===== src/rtl/accel_if_pkg.sv =====
// Shared definitions for the accelerator AXI4-Lite front-end: address map,
// response codes, FSM states and the local offset decoder.
package accel_if_pkg;

  localparam int CTRL_WORDS   = 4;
  localparam int STATUS_WORDS = 4;

  localparam logic [12:0] CTRL_BASE   = 13'h1000;
  localparam logic [12:0] STATUS_BASE = 13'h1010;
  localparam logic [12:0] MAP_END     = 13'h1020;

  localparam logic [1:0] RESP_OKAY   = 2'b00;
  localparam logic [1:0] RESP_SLVERR = 2'b10;

  typedef enum logic [2:0] {
    S_IDLE,
    S_WR_ACCEPT,
    S_WR_RESP,
    S_RD_ISSUE,
    S_RD_WAIT,
    S_RD_RESP
  } state_e;

  typedef enum logic [1:0] {
    REGION_MEM,
    REGION_CTRL,
    REGION_STATUS,
    REGION_NONE
  } region_e;

  typedef struct packed {
    region_e    region;
    logic [1:0] idx;
  } decode_t;

  // Takes the word offset (byte offset bits [12:2]); bit 12 clear is memory.
  function automatic decode_t decode(input logic [10:0] word_off);
    decode_t     d;
    logic [12:0] a;
    a        = {word_off, 2'b00};
    d.idx    = word_off[1:0];
    d.region = REGION_NONE;
    if (!a[12])                                d.region = REGION_MEM;
    else if (a >= CTRL_BASE && a < STATUS_BASE) d.region = REGION_CTRL;
    else if (a >= STATUS_BASE && a < MAP_END)   d.region = REGION_STATUS;
    return d;
  endfunction

endpackage


===== src/rtl/accel_ctrl_regs.sv =====
// Control register file with byte-masked writes, the self-clearing start
// bit in ctrl0[0], and the sticky done flag.
module accel_ctrl_regs
  import accel_if_pkg::*;
(
  input  logic                    clk,
  input  logic                    rst,
  input  logic                    wr_en,
  input  logic [1:0]              wr_idx,
  input  logic [31:0]             wr_data,
  input  logic [3:0]              wr_strb,
  input  logic                    done_i,
  output logic [CTRL_WORDS*32-1:0] ctrl_o,
  output logic                    start_o,
  output logic                    done_sticky_o
);

  logic [31:0] ctrl_q [CTRL_WORDS];
  logic [31:0] ctrl_d [CTRL_WORDS];
  logic        start_q, start_d;
  logic        done_sticky_q, done_sticky_d;

  // NOTE: every variable gets a default before any branch, so no path can
  // leave one unassigned and infer a latch.
  always_comb begin
    ctrl_d  = ctrl_q;
    start_d = 1'b0;
    if (wr_en) begin
      for (int b = 0; b < 4; b++) begin
        if (wr_strb[b]) ctrl_d[wr_idx][8*b +: 8] = wr_data[8*b +: 8];
      end
      if (wr_idx == 2'd0) begin
        start_d        = wr_strb[0] & wr_data[0];
        ctrl_d[0][0]   = 1'b0;
      end
    end
    // A done arriving with the start pulse must not be lost.
    done_sticky_d = done_i | (done_sticky_q & ~start_q);
  end

  // NOTE: state updates use non-blocking assignments so all flops sample
  // the same pre-edge values regardless of statement order.
  always_ff @(posedge clk) begin
    if (rst) begin
      // NOTE: the register file is only four words, so it is reset like any
      // other flop; large storage arrays would be left unreset.
      for (int i = 0; i < CTRL_WORDS; i++) ctrl_q[i] <= '0;
      start_q       <= 1'b0;
      done_sticky_q <= 1'b0;
    end else begin
      ctrl_q        <= ctrl_d;
      start_q       <= start_d;
      done_sticky_q <= done_sticky_d;
    end
  end

  always_comb begin
    ctrl_o = '0;
    for (int i = 0; i < CTRL_WORDS; i++) ctrl_o[32*i +: 32] = ctrl_q[i];
  end

  assign start_o       = start_q;
  assign done_sticky_o = done_sticky_q;

endmodule


===== src/rtl/accel_axi_lite_slave.sv =====
// AXI4-Lite slave front-end: one outstanding transaction, routed to the
// data-memory port, the control registers or the status words.
module accel_axi_lite_slave
  import accel_if_pkg::*;
#(
  parameter int MEM_DEPTH = 1024,
  parameter int MEM_WIDTH = 20,
  localparam int MEM_IDX_W = $clog2(MEM_DEPTH)
) (
  input  logic                             clk,
  input  logic                             rst,
  input  logic                             aw_valid,
  output logic                             aw_ready,
  input  logic [31:0]                      aw_addr,
  input  logic                             w_valid,
  output logic                             w_ready,
  input  logic [31:0]                      w_data,
  input  logic [3:0]                       w_strb,
  output logic                             b_valid,
  input  logic                             b_ready,
  output logic [1:0]                       b_resp,
  input  logic                             ar_valid,
  output logic                             ar_ready,
  input  logic [31:0]                      ar_addr,
  output logic                             r_valid,
  input  logic                             r_ready,
  output logic [31:0]                      r_data,
  output logic [1:0]                       r_resp,
  output logic                             mem_req,
  output logic                             mem_we,
  output logic [MEM_IDX_W-1:0]             mem_addr,
  output logic [MEM_WIDTH-1:0]             mem_wdata,
  input  logic [MEM_WIDTH-1:0]             mem_rdata,
  output logic [CTRL_WORDS*32-1:0]         ctrl_o,
  input  logic [(STATUS_WORDS-1)*32-1:0]   status_i,
  input  logic                             done_i,
  output logic                             start_o
);

  state_e      state_q, state_d;
  logic        rd_prio_q, rd_prio_d;
  logic [10:0] rd_addr_q, rd_addr_d;
  logic [31:0] r_data_q, r_data_d;
  logic [1:0]  r_resp_q, r_resp_d;
  logic [1:0]  b_resp_q, b_resp_d;

  logic        wr_pend;
  logic        ctrl_wr_en;
  logic        done_sticky;
  logic [31:0] status_word [STATUS_WORDS];
  decode_t     wr_dec, ar_dec, rd_dec;

  // The window base is decoded upstream; only offset bits [12:2] matter here.
  logic unused_addr_bits;
  assign unused_addr_bits = ^{aw_addr[31:13], aw_addr[1:0], ar_addr[31:13], ar_addr[1:0]};

  assign wr_dec = decode(aw_addr[12:2]);
  assign ar_dec = decode(ar_addr[12:2]);
  assign rd_dec = decode(rd_addr_q);

  always_comb begin
    status_word[0] = {31'b0, done_sticky};
    for (int i = 1; i < STATUS_WORDS; i++) status_word[i] = status_i[32*(i-1) +: 32];
  end

  always_comb begin
    state_d    = state_q;
    rd_prio_d  = rd_prio_q;
    rd_addr_d  = rd_addr_q;
    r_data_d   = r_data_q;
    r_resp_d   = r_resp_q;
    b_resp_d   = b_resp_q;
    aw_ready   = 1'b0;
    w_ready    = 1'b0;
    ar_ready   = 1'b0;
    mem_req    = 1'b0;
    mem_we     = 1'b0;
    ctrl_wr_en = 1'b0;
    mem_addr   = ar_addr[MEM_IDX_W+1:2];
    wr_pend    = aw_valid & w_valid;

    unique case (state_q)
      S_IDLE: begin
        // Priority only flips on contested grants, so it alternates under load.
        if (wr_pend && ar_valid) begin
          state_d   = rd_prio_q ? S_RD_ISSUE : S_WR_ACCEPT;
          rd_prio_d = ~rd_prio_q;
        end else if (wr_pend) begin
          state_d = S_WR_ACCEPT;
        end else if (ar_valid) begin
          state_d = S_RD_ISSUE;
        end
      end
      S_WR_ACCEPT: begin
        aw_ready = 1'b1;
        w_ready  = 1'b1;
        mem_addr = aw_addr[MEM_IDX_W+1:2];
        b_resp_d = RESP_SLVERR;
        if (wr_dec.region == REGION_MEM) begin
          mem_req  = |w_strb[2:0];
          mem_we   = |w_strb[2:0];
          b_resp_d = RESP_OKAY;
        end else if (wr_dec.region == REGION_CTRL) begin
          ctrl_wr_en = 1'b1;
          b_resp_d   = RESP_OKAY;
        end
        state_d = S_WR_RESP;
      end
      S_WR_RESP: begin
        if (b_ready) state_d = S_IDLE;
      end
      S_RD_ISSUE: begin
        ar_ready  = 1'b1;
        rd_addr_d = ar_addr[12:2];
        mem_req   = (ar_dec.region == REGION_MEM);
        state_d   = S_RD_WAIT;
      end
      S_RD_WAIT: begin
        r_resp_d = RESP_OKAY;
        case (rd_dec.region)
          REGION_MEM:    r_data_d = {{(32-MEM_WIDTH){1'b0}}, mem_rdata};
          REGION_CTRL:   r_data_d = ctrl_o[32*rd_dec.idx +: 32];
          REGION_STATUS: r_data_d = status_word[rd_dec.idx];
          default: begin
            r_data_d = '0;
            r_resp_d = RESP_SLVERR;
          end
        endcase
        state_d = S_RD_RESP;
      end
      S_RD_RESP: begin
        if (r_ready) state_d = S_IDLE;
      end
      default: state_d = S_IDLE;
    endcase
  end

  always_ff @(posedge clk) begin
    if (rst) begin
      state_q   <= S_IDLE;
      rd_prio_q <= 1'b0;
      rd_addr_q <= '0;
      r_data_q  <= '0;
      r_resp_q  <= RESP_OKAY;
      b_resp_q  <= RESP_OKAY;
    end else begin
      state_q   <= state_d;
      rd_prio_q <= rd_prio_d;
      rd_addr_q <= rd_addr_d;
      r_data_q  <= r_data_d;
      r_resp_q  <= r_resp_d;
      b_resp_q  <= b_resp_d;
    end
  end

  assign b_valid   = (state_q == S_WR_RESP);
  assign r_valid   = (state_q == S_RD_RESP);
  assign b_resp    = b_resp_q;
  assign r_resp    = r_resp_q;
  assign r_data    = r_data_q;
  assign mem_wdata = w_data[MEM_WIDTH-1:0];

  accel_ctrl_regs u_ctrl_regs (
    .clk          (clk),
    .rst          (rst),
    .wr_en        (ctrl_wr_en),
    .wr_idx       (wr_dec.idx),
    .wr_data      (w_data),
    .wr_strb      (w_strb),
    .done_i       (done_i),
    .ctrl_o       (ctrl_o),
    .start_o      (start_o),
    .done_sticky_o(done_sticky)
  );

endmodule

===== config.mk =====
export PLATFORM = sky130hd
export DESIGN_NAME = accel_axi_lite_slave
export DESIGN_NICKNAME = d
export VERILOG_FILES = /design/src/rtl/accel_if_pkg.sv /design/src/rtl/accel_ctrl_regs.sv /design/src/rtl/accel_axi_lite_slave.sv
export SDC_FILE = /design/constraint.sdc
export NUM_CORES = 1
export LEC_CHECK = 0
export ABC_AREA = 1
export CAP_MARGIN = 20
export CELL_PAD_IN_SITES_DETAIL_PLACEMENT = 0
export CELL_PAD_IN_SITES_GLOBAL_PLACEMENT = 1
export CORE_AREA = 10 10 199 201
export CTS_CLUSTER_SIZE = 40
export DETAILED_ROUTE_END_ITERATION = 16
export DIE_AREA = 0 0 209 211
export MAX_ROUTING_LAYER = met4
export PLACE_DENSITY = 0.81
export SYNTH_ARGS = -nofsm -noshare
export SYNTH_HDL_FRONTEND = slang
export SYNTH_SLANG_ARGS = --single-unit
export TNS_END_PERCENT = 10

===== constraint.sdc =====
create_clock -name clk -period 1.8 [get_ports clk]
set_input_delay 0.18 -clock clk [delete_from_list [all_inputs] [get_ports clk]]
set_output_delay 0.18 -clock clk [all_outputs]
set_load 0.005 [all_outputs]

### After elaboration in Yosys (flattened, before gate mapping)

Cells that the tools add are included.

| storage, ports and cells | value |
|---|---|
| bits in read-only memories | 0 |
| register bits after elaboration | 181 |
| bits in latches | 0 |
| output and inout port bits | 202 |
| RAM bits | 0 |
| memories kept | 0 |
| input bits | 224 |
| word-level logic and storage cells | 119 |

| operators by class | value |
|---|---|
| div/mod/pow operators | 0 |
| add/subtract/negate cells | 0 |
| shift operators | 1 |
| muxes and demuxes | 52 |
| reduce and logical (&&, ||, !) cells | 18 |
| $lt $le $gt $ge | 15 |
| eq/ne operators | 11 |
| multipliers | 0 |
| bitwise operators | 10 |

Operators by type and width:

| operator | count |
|---|---|
| 2-to-1 mux 128 bit | 7 |
| bitwise mux 128 bit | 4 |
| demux 32 bit (select 2 bit) | 4 |
| indexed part select 128 x 8 -> 32 bit | 1 |
| 2-to-1 mux 32 bit | 3 |
| one-hot mux 32 bit (3 select lines) | 1 |
| greater-or-equal comparator 13 bit, second input constant | 6 |
| < comparator 13 bit, second input constant | 6 |
| binary-select mux 32 bit (select 2 bit) | 1 |
| 2-to-1 mux 24 bit | 1 |
| 2-to-1 mux 2 bit | 10 |
| one-hot mux 3 bit (6 select lines) | 1 |
| 2-to-1 mux 16 bit | 1 |
| 2-to-1 mux 3 bit | 5 |
| 2-to-1 mux 1 bit | 11 |
| 2-to-1 mux 10 bit | 1 |
| OR reduction 3 bit | 3 |
| logical AND 1 bit | 8 |
| zero test 2 bit | 4 |
| 2-to-1 mux 8 bit | 1 |
| equality test 3 x 2 -> 1 bit, second input constant | 2 |
| equality test 3 bit, second input constant | 2 |
| greater-or-equal comparator 3 bit, second input constant | 2 |
| NOT 2 -> 3 bit | 2 |
| 13 further kinds | 20 |

### Depth between registers and ports, before layout

| logic depth | value |
|---|---|
| word-level depth | 19 |
| depth in mapped cells | 10 |
| depth with buffers taken out | 9 |

### Modules after synthesis

A second synthesis with hierarchy kept.

| unflattened totals | value |
|---|---|
| cells, all modules | 1712 |
| area, all modules | 10197.3 sq um |

By module, submodules not included:

| module | cells an instance | area an instance (sq um) | times used | sequential area each (sq um) |
|---|---|---|---|---|
| accel_ctrl_regs | 746 | 5101.1 | 1 | 2602.5 |
| accel_axi_lite_slave | 966 | 5096.1 | 1 | 980.9 |

### Least setup slack after synthesis

OpenSTA, ideal clock, no wires.

| timing | value |
|---|---|
| kind | reg2reg |
| start | register state_q[2] |
| end | register u_ctrl_regs.ctrl_q, in the netlist u_ctrl_regs.ctrl_o[14] |
| path buffers | 1 |
| period minus slack after synthesis | 1615 ps |
| setup time | 113 ps |
| arrival time | 1503 ps |
| path slack | 185 ps |
| cell stages (with the launch flop) | 10 |
| required time | 1687 ps |
| cells stage by stage | dfxtp_1 > inv_2 > nand3_4 > nor3_4 > nand3_4 > nor2_4 > buf_6 > nand2_1 > nand2_1 > nor2_1 |

| between the ends | value |
|---|---|
| longest elaborated chain between the ends | 2 |

Ends and longest elaborated chain:

| element | line | RTL |
|---|---|---|
| start, declared | accel_axi_lite_slave.sv:40 | `state_e state_q, state_d;` |
| start signal, assigned | accel_axi_lite_slave.sv:147 | `state_q <= state_d;` |
| equality test 3 x 1 -> 1 bit | accel_axi_lite_slave.sv:82 | `unique case (state_q)` |
| 2-to-1 mux 1 bit | accel_axi_lite_slave.sv:82 |  |
| end signal, assigned | accel_ctrl_regs.sv:51 | `ctrl_q <= ctrl_d;` |
| end, declared | accel_ctrl_regs.sv:18 | `logic [31:0] ctrl_q [CTRL_WORDS];` |

No other way between the ends.
A chain may end at the register's enable or synchronous reset.

### Final worst setup path

| timing | value |
|---|---|
| start | register state_q[0] |
| end | output mem_addr[3] |

| between the ends | value |
|---|---|
| longest elaborated chain between the ends | 2 |

Ends and longest elaborated chain:

| element | line | RTL |
|---|---|---|
| equality test 3 x 1 -> 1 bit | accel_axi_lite_slave.sv:82 |  |
| 2-to-1 mux 10 bit | accel_axi_lite_slave.sv:82 |  |
| end, declared | accel_axi_lite_slave.sv:31 | `output logic [MEM_IDX_W-1:0] mem_addr,` |

No other way between the ends.

==> parameters.txt <==
Parameter                              Value

Routing
  Detailed-route vias per instance    4.53
  Routed length per placed instance    17.3 µm
  Final wirelength    44.2 mm
  DR vias    11600
  Remaining design rule violation count    0
  Antenna-violating nets left    0
  Pre-Repair DR Iteration Count    5
  First DRT Iteration DRCs    807

Worst hold path
  Hold crit path type    primary input to register

Timing
  Min setup slack post-route    0.0444 ns
  Max Clock Freq    0.570 GHz
  Post-layout minimum cycle time    1.76 ns
  Smallest hold slack    0.294 ns
  Clock skew after layout    0.0125 ns
  Total setup violations reported at the end of the flow    0
  Final Hold Vio Count    0
  Unrepaired setup endpoints after global routing    yes
  Final Max Slew Viols    0
  Final period util    97.5%

Global routing
  Remaining global-route overflow    0
  Pin count of the biggest net entering global routing    65
  Wire length of the first global-routing pass    67.0 mm
  GRT Resource Usage Total    19.9%
  Number of global-route vias before repair    11000
  Antenna violations before repair    1

Worst setup path
  Slowest cell on the critical path    sky130_fd_sc_hd__dfxtp_4
  Kind of capture point of the worst setup path    output pin
  Critical path type    register to output pin
  Highest cell delay on the worst timing path    0.37 ns
  Nature of the critical path startpoint    register
  FF-to-FF setup slack    0.10 ns
  Peak fanout along the critical path    5
  Cells traversed along the worst timing path    buf_12, nand3_4, buf_4, o21ai_2, clkdlybuf4s15_2
  Signal arrival time at the worst endpoint    1.58 ns
  Required time of the worst setup path    1.62 ns

Yosys
  Netlist Area Pre-Place    10200 µm²
  Synth Area per Inst    5.95 µm²
  Synth Instances    1712
  Portion of the post-synthesis area used by sequential elements    35.2%
  Yosys synthesis warning count    0
  Number of synthesized register bits    179
  Number of library cell types mapped by synthesis    27

Placement
  Routability congestion estimate    0.862
  Pre-CTS setup slack    -0.225 ns
  HPWL reported at the end of detailed placement    34.1 mm
  # port buffers    381

Layout
  Number of inserted filler cells in the final layout    3710
  P&R area growth vs syn    51.8%
  Share of layout cells above drive strength 1    8.46%
  Count of nets after finishing    2305

Outcome
  Result of the run    finished, final reports clean

Power
  Post-route total power    12.2 mW
  Areal power density over the cells    791 nW/µm²
  Leak pwr    6.58 nW
  Peak supply drop    636 µV

Clocking
  Clock-pin slew of the registers on the worst-case setup and hold paths    0.07 ns
  H-tree lvl count    4
  Number of buffers created by CTS    17
  Hold-fix buffers at CTS    0
  CTS tree    done
  Clock root buffer    sky130_fd_sc_hd__clkbuf_16
  Number of buffers on the longest clock path    2
  Clock Sink Count    179
  Clock insertion delay at the later pin of the skew report    0.44 ns

Die
  Die height    211 µm
  Io pins    426
  Total die area    44100 µm²
  Std-Cell Rows    69
  Effective utilization at floorplan    28.8%
  Core ar.    35400 µm²
  Die Span X    209 µm

Flow run
  # Max-Cap Violations    0
## cell usage after synthesis
master | count | area share, %
sky130_fd_sc_hd__a21oi_1 | 61 | 3.0
sky130_fd_sc_hd__buf_1 | 22 | 0.81
sky130_fd_sc_hd__buf_2 | 8 | 0.39
sky130_fd_sc_hd__buf_4 | 24 | 1.8
sky130_fd_sc_hd__buf_6 | 14 | 1.5
sky130_fd_sc_hd__clkbuf_1 | 52 | 1.9
sky130_fd_sc_hd__clkinv_1 | 2 | 0.074
sky130_fd_sc_hd__conb_1 | 1 | 0.037
sky130_fd_sc_hd__dfxtp_1 | 179 | 35
sky130_fd_sc_hd__inv_1 | 183 | 6.7
sky130_fd_sc_hd__inv_2 | 8 | 0.29
sky130_fd_sc_hd__nand2_1 | 569 | 21
sky130_fd_sc_hd__nand2_2 | 2 | 0.12
sky130_fd_sc_hd__nand3_1 | 172 | 8.4
sky130_fd_sc_hd__nand3_4 | 5 | 0.86
sky130_fd_sc_hd__nand4_1 | 2 | 0.12
sky130_fd_sc_hd__nor2_1 | 289 | 11
sky130_fd_sc_hd__nor2_2 | 1 | 0.061
sky130_fd_sc_hd__nor2_4 | 13 | 1.4
sky130_fd_sc_hd__nor3_1 | 28 | 1.4
sky130_fd_sc_hd__nor3_2 | 1 | 0.098
sky130_fd_sc_hd__nor3_4 | 1 | 0.16
sky130_fd_sc_hd__nor4_1 | 2 | 0.12
sky130_fd_sc_hd__o211ai_1 | 9 | 0.66
sky130_fd_sc_hd__o21ai_0 | 62 | 3.0
sky130_fd_sc_hd__o22ai_1 | 1 | 0.061
sky130_fd_sc_hd__xor2_1 | 1 | 0.086
## path summary, 6_finish.rpt
kind	from	end	cells after the start
setup / recovery	state_q[0]	mem_addr[3]	5
hold / removal	rst	r_data[2]	3
setup reg to reg	state_q[0]	u_ctrl_regs.ctrl_o[91]	9
hold reg to reg	rd_addr_q[9]	rd_addr_q[9]	2
## registers in the layout, indices dropped and copies added (netlist names)
signal	cells
u_ctrl_regs.ctrl_o	128
r_data	32
rd_addr_q	11
state_q	3
b_resp	1
r_resp	1
rd_prio_q	1
u_ctrl_regs.done_sticky_o	1
u_ctrl_regs.start_o	1
## cells by family (layout without fill, tap and decap cells)
kind of cell,count (synthesis),count (layout),synth area share [%]
XOR/XNOR,1,1,0.0860
other,1,3,0.0368
AND/OR/NAND/NOR,1085,1086,44.4
flip-flops,179,179,35.2
buffers and inverters,313,692,13.5
AO/OA/AOI/OAI,133,133,6.76
## cell type report
type                    instances  area [µm²]  area share, %
clock inverters                10        76.3          0.493
well taps                     461         577           3.73
flip-flops and latches        179        3600           23.3
diodes                          1        2.50         0.0162
inverters                     193         734           4.75
clock buffers                  21         482           3.11
multi-input cells            1222        5310           34.3
repair buffers                468        4690           30.3
## layout by cell type (no fill, tap or decap), drive strengths merged
cell	Yosys	final
nand2	571	571
clkdlybuf4s50	0	363
nor2	303	303
inv	191	190
dfxtp	179	179
nand3	177	178
buf	68	96
o21ai	62	62
a21oi	61	61
nor3	30	30
clkbuf	52	24
clkinv	2	10
o211ai	9	9
clkinvlp	0	3
dlygate4sd2	0	3
nand4	2	2
conb	1	2
dlymetal6s2s	0	2
nor4	2	2
diode	0	1
o22ai	1	1
xor2	1	1
clkdlybuf4s15	0	1
## repair_timing
action / in CTS / in global routing
setup endpoints to repair: 66 / 36
hold endpoints to repair: 0 / 0
pin swaps: 2 / 0
cloned: 1 / 0
buffers inserted: 10 / 4
resized for setup: 56 / 20
## routing by layer
| layer | global-route usage (%) | vias up | wire length (µm) |
|---|---|---|---|
| li1 | - | 5968 | - |
| met1 | 25.6 | 5224 | 20900 |
| met2 | 31.6 | 357 | 20300 |
| met3 | 4.07 | 26 | 2590 |
| met4 | 3.99 | 0 | 509 |
| met5 | - | - | 0 |
## critical path: cells and delay by family, from the launching register on
kind | cells | cell delay [ns]
AOI/OAI and AO/OA | 1 | 0.12
buffers and inverters | 3 | 0.52
DFF | 1 | 0.37
and+or+nand+nor | 1 | 0.13
## metrics by stage
stage          area, µm²  util [%]  cells  TNS [ns]
3_3_place_gp       14800      41.7   2508    -12.28
4_1_cts            15400      43.6   2550    -0.243
3_5_place_dp       14800      41.7   2508    -13.82
2_1_floorplan      10200         -   1713         0
6_report           15500      43.7   2555         0
5_1_grt            15500      43.7   2555    -0.199
## where the power goes
part           switching (mW)  leakage [nW]  internal, mW
Clock                    1.67         0.267          1.92
Combinational            2.67          4.87          1.75
Sequential              0.120          1.45          4.10
No activity file was read; power rests on OpenSTA's default activity.
